## src/rtl/pipe_hazard_ctrl.sv

```systemverilog
// Hazard and sequencing controller for the 5-stage pipeline: load-use stalls,
// branch flush, EXE/MEM-to-ID forwarding selects and multiply/divide unit scheduling.
module pipe_hazard_ctrl #(
    parameter int MUL_CYCLES = 4,
    parameter int DIV_CYCLES = 32,
    parameter int CNT_W      = 6
) (
    input  logic        clk,
    input  logic        reset,
    input  logic [4:0]  id_rs,
    input  logic [4:0]  id_rt,
    input  logic        id_rs_used,
    input  logic        id_rt_used,
    input  logic [1:0]  id_mdu_op,
    input  logic        id_branch_taken,
    input  logic        exe_rf_we,
    input  logic [4:0]  exe_rf_waddr,
    input  logic        exe_is_load,
    input  logic        mem_rf_we,
    input  logic [4:0]  mem_rf_waddr,
    output logic        pc_we,
    output logic        iireg_we,
    output logic        iireg_flush,
    output logic        iereg_we,
    output logic        iereg_bubble,
    output logic [1:0]  fwd_rs_sel,
    output logic [1:0]  fwd_rt_sel,
    output logic        mdu_start,
    output logic        mdu_is_div,
    output logic        mdu_busy,
    output logic [31:0] stall_count
);

    typedef enum logic {
        RUN  = 1'b0,
        BUSY = 1'b1
    } state_t;

    localparam logic [CNT_W-1:0] MUL_LOAD = CNT_W'(MUL_CYCLES - 1);
    localparam logic [CNT_W-1:0] DIV_LOAD = CNT_W'(DIV_CYCLES - 1);

    state_t           state;
    state_t           state_next;
    logic [CNT_W-1:0] cnt;
    logic [CNT_W-1:0] cnt_next;

    logic rs_hit_exe;
    logic rt_hit_exe;
    logic rs_hit_mem;
    logic rt_hit_mem;
    logic load_use;
    logic mdu_hazard;
    logic stall;
    logic launch;
    logic [1:0] rs_sel;
    logic [1:0] rt_sel;

    // Register 0 is hard-wired zero, so a write to it never creates a dependency.
    assign rs_hit_exe = id_rs_used & exe_rf_we & (exe_rf_waddr != 5'd0) & (exe_rf_waddr == id_rs);
    assign rt_hit_exe = id_rt_used & exe_rf_we & (exe_rf_waddr != 5'd0) & (exe_rf_waddr == id_rt);
    assign rs_hit_mem = id_rs_used & mem_rf_we & (mem_rf_waddr != 5'd0) & (mem_rf_waddr == id_rs);
    assign rt_hit_mem = id_rt_used & mem_rf_we & (mem_rf_waddr != 5'd0) & (mem_rf_waddr == id_rt);

    assign load_use   = exe_is_load & (rs_hit_exe | rt_hit_exe);
    assign mdu_hazard = (state == BUSY) & (id_mdu_op != 2'b00);
    assign stall      = load_use | mdu_hazard;
    assign launch     = (state == RUN) & ~load_use & ((id_mdu_op == 2'b01) | (id_mdu_op == 2'b10));

    always_comb begin
        rs_sel = 2'b00;
        rt_sel = 2'b00;
        if (rs_hit_exe & ~exe_is_load) begin
            rs_sel = 2'b01;
        end else if (rs_hit_mem) begin
            rs_sel = 2'b10;
        end
        if (rt_hit_exe & ~exe_is_load) begin
            rt_sel = 2'b01;
        end else if (rt_hit_mem) begin
            rt_sel = 2'b10;
        end
    end

    // Every control is forced quiet while reset is held low.
    assign pc_we        = reset & ~stall;
    assign iireg_we     = reset & ~stall;
    assign iireg_flush  = reset & id_branch_taken & ~stall;
    assign iereg_we     = reset;
    assign iereg_bubble = reset & stall;
    assign fwd_rs_sel   = reset ? rs_sel : 2'b00;
    assign fwd_rt_sel   = reset ? rt_sel : 2'b00;
    assign mdu_start    = reset & launch;
    assign mdu_is_div   = reset & launch & (id_mdu_op == 2'b10);
    assign mdu_busy     = reset & (state == BUSY);

    // cnt holds the remaining busy cycles minus one; BUSY ends after the cycle where it reads zero.
    always_comb begin
        state_next = state;
        cnt_next   = cnt;
        case (state)
            RUN: begin
                if (launch) begin
                    state_next = BUSY;
                    cnt_next   = (id_mdu_op == 2'b10) ? DIV_LOAD : MUL_LOAD;
                end
            end
            BUSY: begin
                if (cnt == '0) begin
                    state_next = RUN;
                end else begin
                    cnt_next = cnt - 1'b1;
                end
            end
            default: begin
                state_next = RUN;
                cnt_next   = '0;
            end
        endcase
    end

    always_ff @(posedge clk or negedge reset) begin
        if (!reset) begin
            state <= RUN;
            cnt   <= '0;
        end else begin
            state <= state_next;
            cnt   <= cnt_next;
        end
    end

    always_ff @(posedge clk or negedge reset) begin
        if (!reset) begin
            stall_count <= 32'd0;
        end else if (stall && (stall_count != 32'hFFFF_FFFF)) begin
            stall_count <= stall_count + 32'd1;
        end
    end

endmodule
```

## config.mk

```make
export PLATFORM = sky130hd
export DESIGN_NAME = pipe_hazard_ctrl
export DESIGN_NICKNAME = d
export VERILOG_FILES = /design/src/rtl/pipe_hazard_ctrl.sv
export SDC_FILE = /design/constraint.sdc
export NUM_CORES = 1
export LEC_CHECK = 0
export BUFFER_PORTS_ARGS = -buffer_cell sky130_fd_sc_hd__buf_2
export CORE_AREA = 2 2 70 72
export CTS_CLUSTER_SIZE = 30
export DETAILED_ROUTE_END_ITERATION = 7
export DIE_AREA = 0 0 72 74
export PLACE_DENSITY = 0.79
export SYNTH_ARGS = -nofsm -noshare
export SYNTH_HDL_FRONTEND = slang
export SYNTH_SLANG_ARGS = --single-unit
```

## constraint.sdc

```tcl
create_clock -name clk -period 2.7 [get_ports clk]
set_clock_uncertainty 0.15 [all_clocks]
set_input_delay 0.54 -clock clk [delete_from_list [all_inputs] [get_ports clk]]
set_output_delay 0.54 -clock clk [all_outputs]
set_load 0.01 [all_outputs]
```

# Word level (Yosys, flattened, before mapping)
# Index checks and enable logic that the tools add are counted.
# totals
register_bits	39
inputBits	30
out_inout_bits	44
wordCells	65
# classes
n_addsub	2
n_eq_ne	9
mux	13
n_bitwise	32
n_reduce_logical	6
# op_table
op	count
$add 32x1->32 const B	1
$ne 32x32->1 const B	1
$and 1x1->1	25
$eq 5x5->1	4
$mux 2	6
$mux 6	2
$pmux 6 s2	1
$reduce_bool 5->1	2
$logic_not 6->1	1
$sub 6x1->6 const B	1
$mux 5	1
$ne 2x2->1 const B	2
$not 1->1	4
$or 1x1->1	3
$eq 2x1->1 const B	1
$eq 2x2->1 const B	1
$mux 1	2
$pmux 1 s2	1
$reduce_and 2->1	1
$reduce_bool 2->1	1
$logic_and 1x1->1	1

# Logic depth before layout (Yosys ltp)
# Gate-level depths: netlist of run 1.
# logic_depth
ltp_word	10
ltp_mapped	9
ltp_nobuf	8

# Worst setup path after synthesis of run 1
# No wires, ideal clock.
# synth_path
path_kind	in2out
startpoint	in exe_rf_waddr[0]
endpoint	out mdu_is_div
arrival_ns	1.891
required_time_ns	2.010
path_slack_ns	0.119
cell_stages	6
path_buffers	0
cell_sequence	or4_1 -> o211ai_1 -> o21bai_2 -> nand2_1 -> nor2_1 -> and3_1
# synth_via
elab_chain_cells	10
elab_cells_between_ends	14
classes_between	2 x eq/ne; 11 x bitwise; 1 x reduce/logical
# synth_rtl
item	line_no	text
start: declaration	17	input logic [4:0] exe_rf_waddr,
$reduce_bool 5->1	59, 60	
$and 1x1->1, on equally long branches (2 in series)	59, 60	
$or 1x1->1 (*)	64	assign load_use = exe_is_load & (rs_hit_exe | rt_hit_exe);
$and 1x1->1 (*)	64	
$not 1->1 (*)	67	assign launch = (state == RUN) & ~load_use & ((id_mdu_op == 2'b01) | (id_mdu_op == 2'b10));
$and 1x1->1 (*) (2 in series)	67	
$and 1x1->1 (*) (2 in series)	93	assign mdu_is_div = reset & launch & (id_mdu_op == 2'b10);
end: declaration	29	output logic mdu_is_div,
# Every way passes the cells marked *; elsewhere a longest branch is shown, timed or not.

# Worst setup path in the final report of run 1
# layout_path
startpoint	in exe_rf_waddr[1]
endpoint	out mdu_is_div
# The elaborated chain is that of the path after synthesis.

==> metrics.txt, run 1 <==
drt pass-1 iters=4; clock slew at reported path FFs=0.07 ns; Remaining DRCs=0; Max Cap Violations=0; FMAX=0.366 GHz; TritonCTS clock tree=yes; WP data arrival=2.04 ns; crit path launch=exe_rf_waddr[1]; Core Area=0.00460 mm²; failing checks=setup timing; grt total ovfl=0; FF-to-FF End=stall_count[26]; Pins Over Slew Limit=0; yosys warns=0; wire length per cell after detailed routing=14.7 µm; antenna cells=0; Max H-tree Level=2; die area=0.00533 mm²; Max Buffers Root-to-Sink=2; Worst Setup Slack, final=-0.0288 ns; Syn Area/Cell=9.92 µm²; Crit Path Class=in -> out; Area after DPL=0.00275 mm²; Final Cycle Share=101%; number of global-route vias before repair=1829; setup_tns=-0.0288 ns; Pwr Density=621 mW/mm²; row count=25; Worst R2R Setup Slack=0.35 ns; startpoint types=input port; area of the mapped netlist=0.00227 mm²; Initial DRC Count=78; unrepaired setup endpoints after global routing=yes; Syn Nets=263; Clk Tree Root Cell=clkbuf_8; # port buffers=73; minimum clock period=2.73 ns; initial antenna violation count=0; Area Overhead vs Synth=28.4%; Core Util, Final=63.4%; NumNets Final=350; Critical Path RT=2.01 ns; Mapped Cells=229; Yosys reg bits=39; worst hold-check path type=in -> async; DP Wirelength=3.92 mm; Peak VDD IR=0.501 mV; Cell variety after synth=42; post-route ant nets=0; Slew @ Worst Pin=0.388 ns; GRT Total Usage=20.5%; routed wire length=5.42 mm; clk sinks=39; chip height=74 µm; initial core utilization=49.4%; Placement Setup Slack=-0.0353 ns; WP depth=8; global-route wire length before repair=8.43 mm; final setup fails=1; Post-Layout Inst Area=0.00292 mm²; CTS buffer count=5; post-DR vias/cell=5.36; asr flop ratio synth=100%; fraction of layout cells with a size suffix above 1=35.9%; crit end category=primary output; sequential-to-total area share from yosys stat=43.0%; DR vias=1979; Post-synth EDFFs=0; Crit Reg-Reg Startpoint=stall_count[0]; Tot Pwr=1.81 mW; crit-path cells=buf_8 -> or4_4 -> o211ai_1 -> o21bai_4 -> nand2_2 -> nor2_2 -> and3_1 -> buf_2; final hold vios=0; Worst path top cell family by delay=simple AND/OR/NAND/NOR gates; largest net degree at the start of global routing=31; status=finished with violations; max incr delay on CP=0.53 ns; IO Pins=74; Routability Congestion=0.907; Post-synth top flop=dfrtp_1; relative slew slack=74.1%; Lkg Pwr=1.47 nW; Worst Path Buf+Inv=2; r2r worst-path depth=7; Crit-path slowest cell=or4_4; DIE WIDTH=72 µm; Setup crit end=mdu_is_div; fill count=377; Max FO, Critical Path=3; Worst-Skew Late Latency=0.28 ns
==> state kept, by name, indices dropped and copies added (netlist names) <==
| register | cells |
|---|---|
| stall_count | 32 |
| cnt | 6 |
| state | 1 |
==> kinds of logic (layout without fill, tap and decap cells) <==
| group | after synthesis | after routing | synth area share, % |
|---|---|---|---|
| muxes | 3 | 3 | 1.43 |
| buffers and inverters | 14 | 100 | 2.92 |
| DFF | 39 | 39 | 43.0 |
| and+or+nand+nor | 97 | 97 | 24.4 |
| adders and majority gates | 4 | 4 | 2.20 |
| xor gates and xnor gates | 51 | 51 | 19.7 |
| AOI/OAI and AO/OA | 21 | 21 | 6.44 |
==> cells in the mapped netlist, drive strengths merged (2+ instances only) <==
| cell type | instances | area share, % |
|---|---|---|
| xor2 | 24 | 9.3 |
| and3 | 17 | 5.0 |
| ha | 4 | 2.2 |
| buf | 5 | 1.4 |
| dfrtp | 39 | 43 |
| a22oi | 3 | 0.99 |
| o21ai | 3 | 0.66 |
| a21oi | 7 | 1.7 |
| and4 | 3 | 1.3 |
| nor3 | 5 | 1.1 |
| or3 | 5 | 1.4 |
| nand4 | 12 | 3.3 |
| xnor2 | 27 | 10 |
| inv | 7 | 1.2 |
| nand2 | 16 | 2.6 |
| nor2 | 12 | 2.3 |
| nor4 | 4 | 1.1 |
| nand3 | 14 | 3.6 |
| and2 | 4 | 1.1 |
| clkbuf | 2 | 0.33 |
| mux2 | 2 | 0.99 |
==> metal layers <==
metal / part of all wire [%] / GRT usage, % / vias to the layer above / routed length [µm]
met1: 44 / 26.2 / 947 / 2360
met4: 1.7 / 8.18 / 0 / 94
met3: 3.5 / 5.01 / 10 / 189
met2: 51 / 33.7 / 45 / 2770
li1: - / - / 977 / -
met5: 0 / 0 / - / 0
==> metrics by stage <==
step	hold WS (ns)	instances
finish	0.157	369
CTS	0.158	364
detailed placement	0.323	358
global route	0.173	369
global placement	0.320	358
floorplan	0.0944	229
==> how the worst min path moves through the flow <==
stage	slack, ns	cells after the start	end	from
global placement	0.32	1	stall_count[26]	stall_count[26]
floorplan	0.09	0	cnt[0]	reset
CTS	0.16	2	cnt[1]	reset
global route	0.17	2	cnt[2]	reset
finish	0.16	2	stall_count[0]	reset
detailed placement	0.32	1	stall_count[26]	stall_count[26]
==> area by class of cell <==
| cell class | count | area, µm² | area share [%] |
|---|---|---|---|
| well taps | 54 | 67.6 | 2.32 |
| inverters | 7 | 26.3 | 0.901 |
| multi-input cells | 176 | 1270 | 43.6 |
| clock buffers | 6 | 72.6 | 2.49 |
| repair buffers | 87 | 503 | 17.2 |
| flip-flops and latches | 39 | 976 | 33.5 |
==> report_power, final <==
part / leakage [nW] / internal, mW / switching, mW
Sequential: 0.511 / 0.695 / 0.140
Clock: 0.0371 / 0.172 / 0.178
Combinational: 0.925 / 0.305 / 0.321
==> repair_timing <==
action / in CTS / in global routing
setup buffers: 0 / 5
endpoints found under the hold margin: 0 / 0
gates resized for setup: 1 / 14
setup endpoints to repair: 3 / 4
pin swaps: 0 / 9
hold buffers: 0 / 0
==> placed cells by master (no fill, tap or decap), drive strengths merged, types with 2 or more instances in the layout <==
cell / instances
a21oi: 7
a22oi: 3
and2: 4
and3: 17
and4: 3
buf: 87
clkbuf: 6
dfrtp: 39
ha: 4
inv: 7
mux2: 2
nand2: 16
nand3: 14
nand4: 12
nor2: 12
nor3: 5
nor4: 4
o21ai: 3
or3: 5
xnor2: 27
xor2: 24
Note: power is estimated with default switching activity, not from simulation.
==> run 2: changes to the inputs <==
==> config.mk (replaced) <==
export PLATFORM = sky130hd
export DESIGN_NAME = pipe_hazard_ctrl
export DESIGN_NICKNAME = d
export VERILOG_FILES = /design/src/rtl/pipe_hazard_ctrl.sv
export SDC_FILE = /design/constraint.sdc
export NUM_CORES = 1
export LEC_CHECK = 0
export ABC_AREA = 1
export BUFFER_PORTS_ARGS = -buffer_cell sky130_fd_sc_hd__buf_2
export CORE_AREA = 2 2 79 81
export CTS_CLUSTER_SIZE = 30
export DETAILED_ROUTE_END_ITERATION = 7
export DIE_AREA = 0 0 81 83
export PLACE_DENSITY = 0.8
export SYNTH_ARGS = -nofsm -noshare
export SYNTH_HDL_FRONTEND = slang
export SYNTH_SLANG_ARGS = --single-unit
==> metrics.txt, run 2 <==
antenna cells=0 (unchanged); Max FO, Critical Path=9 (+6); DIE WIDTH=81 µm (+13%); startpoint types=input port; r2r worst-path depth=9 (+2); Min-Delay Path Depth=2; unrepaired setup endpoints after global routing=no; global-route wire length before repair=14.1 mm (+67%); GRT Total Usage=25.8% (+5.3 points); relative slew slack=60.3% (-14 points); TritonCTS clock tree=yes; cell taking the most area after synthesis=dfrtp_1; DP Wirelength=6.51 mm (+66%); Worst R2R Setup Slack=0.48 ns (+0.13 ns); Post-synth EDFFs=0 (unchanged); commonest non-fill, non-tap cell in the layout=nand2_1; status=finished, final reports clean; wire length per cell after detailed routing=12.7 µm (-13%); synth cell count leaders=nand2_1, inv_1, nand3_1; DR vias=3443 (+74%); post-DR vias/cell=5.28 (-1.5%); WP data arrival=1.86 ns (-0.18 ns); Post-synth top flop=dfrtp_1; row count=28 (+12%); routed wire length=8.29 mm (+53%); biggest regs=stall_count x32, cnt x6, state x1; CTS buffer count=5 (unchanged); setup_tns=0 ns (+0.0288 ns); fill count=582 (+54%); Yosys reg bits=39 (unchanged); hold_sp=stall_count[8]; Core Util, Final=63.2% (-0.24 points); crit end category=primary output; Largest Register=stall_count; Remaining DRCs=0 (unchanged); yosys warns=0 (unchanged); sequential-to-total area share from yosys stat=31.0% (-12 points); final setup fails=0 (-1); number of global-route vias before repair=3205 (+75%); # port buffers=73 (unchanged); die area=0.00672 mm² (+26%); Pins Over Slew Limit=0 (unchanged); worst hold-check path type=reg -> reg; Post-Layout Inst Area=0.00367 mm² (+26%); Critical Path RT=2.01 ns (about the same); Crit-path slowest cell=dlygate4sd3_1; IO Pins=74 (unchanged); Crit Reg-Reg Startpoint=stall_count[0]; Area Overhead vs Synth=16.9%; drt pass-1 iters=5 (+1); post-route ant nets=0 (unchanged); clk sinks=39 (unchanged); Clk Tree Root Cell=clkbuf_8; FF-to-FF End=stall_count[15]; FMAX=0.392 GHz (+6.9%); Non-Filler Instances=652 (+77%); crit-path cells=dlygate4sd3_1 -> buf_6 -> nand3_1 -> nor3_1 -> nand4_1 -> inv_1 -> buf_2; asr flop ratio synth=100% (unchanged); Routability Congestion=1.02 (+13%); max reg flops=32 (unchanged); Crit Path Class=in -> out; Tot Pwr=1.93 mW (+6.6%); Hold Crit Endpoint=stall_count[8]; Core Area=0.00582 mm² (+26%); multi-input logic area=0.00188 mm² (+48%); placed cells=644 (+80%); Final Cycle Share=94.5% (-6.5 points); Initial DRC Count=269 (+240%); Cell variety after synth=30 (-29%); Area contributors post-synth=dfrtp_1, nand2_1, nand3_1; Slew @ Worst Pin=0.592 ns (+0.204 ns); Max Cap Violations=0 (unchanged); Lkg Pwr=2.04 nW (+39%); Area after DPL=0.00356 mm² (+30%); Worst-Skew Late Latency=0.30 ns (+0.02 ns); grt total ovfl=0 (unchanged); chip height=83 µm (+12%); largest net degree at the start of global routing=35 (+13%); initial antenna violation count=0 (unchanged); minimum clock period=2.55 ns (-0.177 ns); cell with the most instances after synthesis=nand2_1; fraction of layout cells with a size suffix above 1=17.5% (-18 points); Max H-tree Level=2 (unchanged); Peak VDD IR=0.435 mV (-13%); Pwr Density=525 mW/mm² (-15%); Seq. cell area=976 µm² (unchanged); clock slew at reported path FFs=0.08 ns (about the same); Max Buffers Root-to-Sink=2 (unchanged); max incr delay on CP=0.55 ns (+0.02 ns); initial core utilization=54.1% (+4.7 points); final hold vios=0 (unchanged); Syn Nets=536 (+100%); Syn Area/Cell=6.26 µm² (-37%); commonest cells after routing, fill and taps aside=nand2_1, buf_2, inv_1; area share of the largest cell type after synthesis=31.0% (-12 points); Mapped Cells=502 (+120%); area of the mapped netlist=0.00314 mm² (+38%); post-CTS setup buffers=0 (unchanged); NumNets Final=611 (+75%)
## run 2: changes by cell type after synthesis, moves of 5 or more
cell / previous run / this run
nand2_1: 16 / 210
nor3_1: 5 / 13
inv_1: 7 / 57
or3_1: 5 / 0
nand4_1: 12 / 6
xnor2_1: 27 / 8
nand3_1: 13 / 56
and3_1: 14 / 0
nor2_1: 9 / 52
xor2_1: 24 / 16
nand3b_1: 0 / 6
## run 2: cell type report
class | count | share of cell area [%]
Multi-Input combinational cell | 394 | 51.1
Sequential cell | 39 | 26.6
Clock inverter | 1 | 0.136
Tap cell | 75 | 2.55
Timing Repair Buffer | 80 | 11.6
Inverter | 57 | 5.82
Clock buffer | 6 | 2.25
## run 2: worst max path at each step
stage	start	end	slack (ns)	cells after the start
after floorplan	exe_rf_waddr[4]	pc_we	0.29	11
after global placement	exe_rf_waddr[3]	mdu_is_div	0.22	11
after detailed placement	exe_rf_waddr[4]	stall_count[15]	0.19	14
after CTS	reset	fwd_rs_sel[1]	0.07	9
after global routing	exe_rf_waddr[3]	mdu_is_div	0.03	11
final	reset	fwd_rt_sel[1]	0.15	7
## run 2: power by group
group | switching, mW | leakage (nW) | internal (mW) | total [mW]
Combinational | 0.481 | 1.47 | 0.268 | 0.749
Sequential | 0.103 | 0.526 | 0.670 | 0.773
Clock | 0.208 | 0.0470 | 0.201 | 0.409
## run 2: what timing repair did
item / 4_1_cts / 5_1_grt
setup endpoints to repair: 0 / 3
hold endpoints to repair: 1 / 0
hold buffers: 1 / 0
resized for setup: 0 / 5
## run 2: cells by family after synthesis
kind of cell / Yosys count / synth area share, %
AO/OA/AOI/OAI: 10 / 2.07
XOR/XNOR: 24 / 6.69
buffers and inverters: 69 / 9.55
adder cells (fa/ha/maj): 4 / 1.59
flip-flops: 39 / 31.0
AND/OR/NAND/NOR: 356 / 49.1
## run 2: metal layers
metal  GRT usage [%]  routed length, µm  up-vias
met1            36.3               3870     1557
li1                -                  -     1713
met4            7.70                204        0
met5               0                  0        -
met3            4.13                498       29
met2            40.4               3710      144
## run 2: through the flow
step                      worst slack (ns)  hold slack, ns
after global placement               0.215           0.243
after global routing                0.0336           0.408
final                                0.148           0.357
after detailed placement             0.187           0.241
after floorplan                      0.288          0.0944
after CTS                           0.0697           0.365
## run 2: worst max-delay path: cells and delay by family
family	cells	cell delay, ns
simple gates	3	0.44
buf+inv	4	0.88
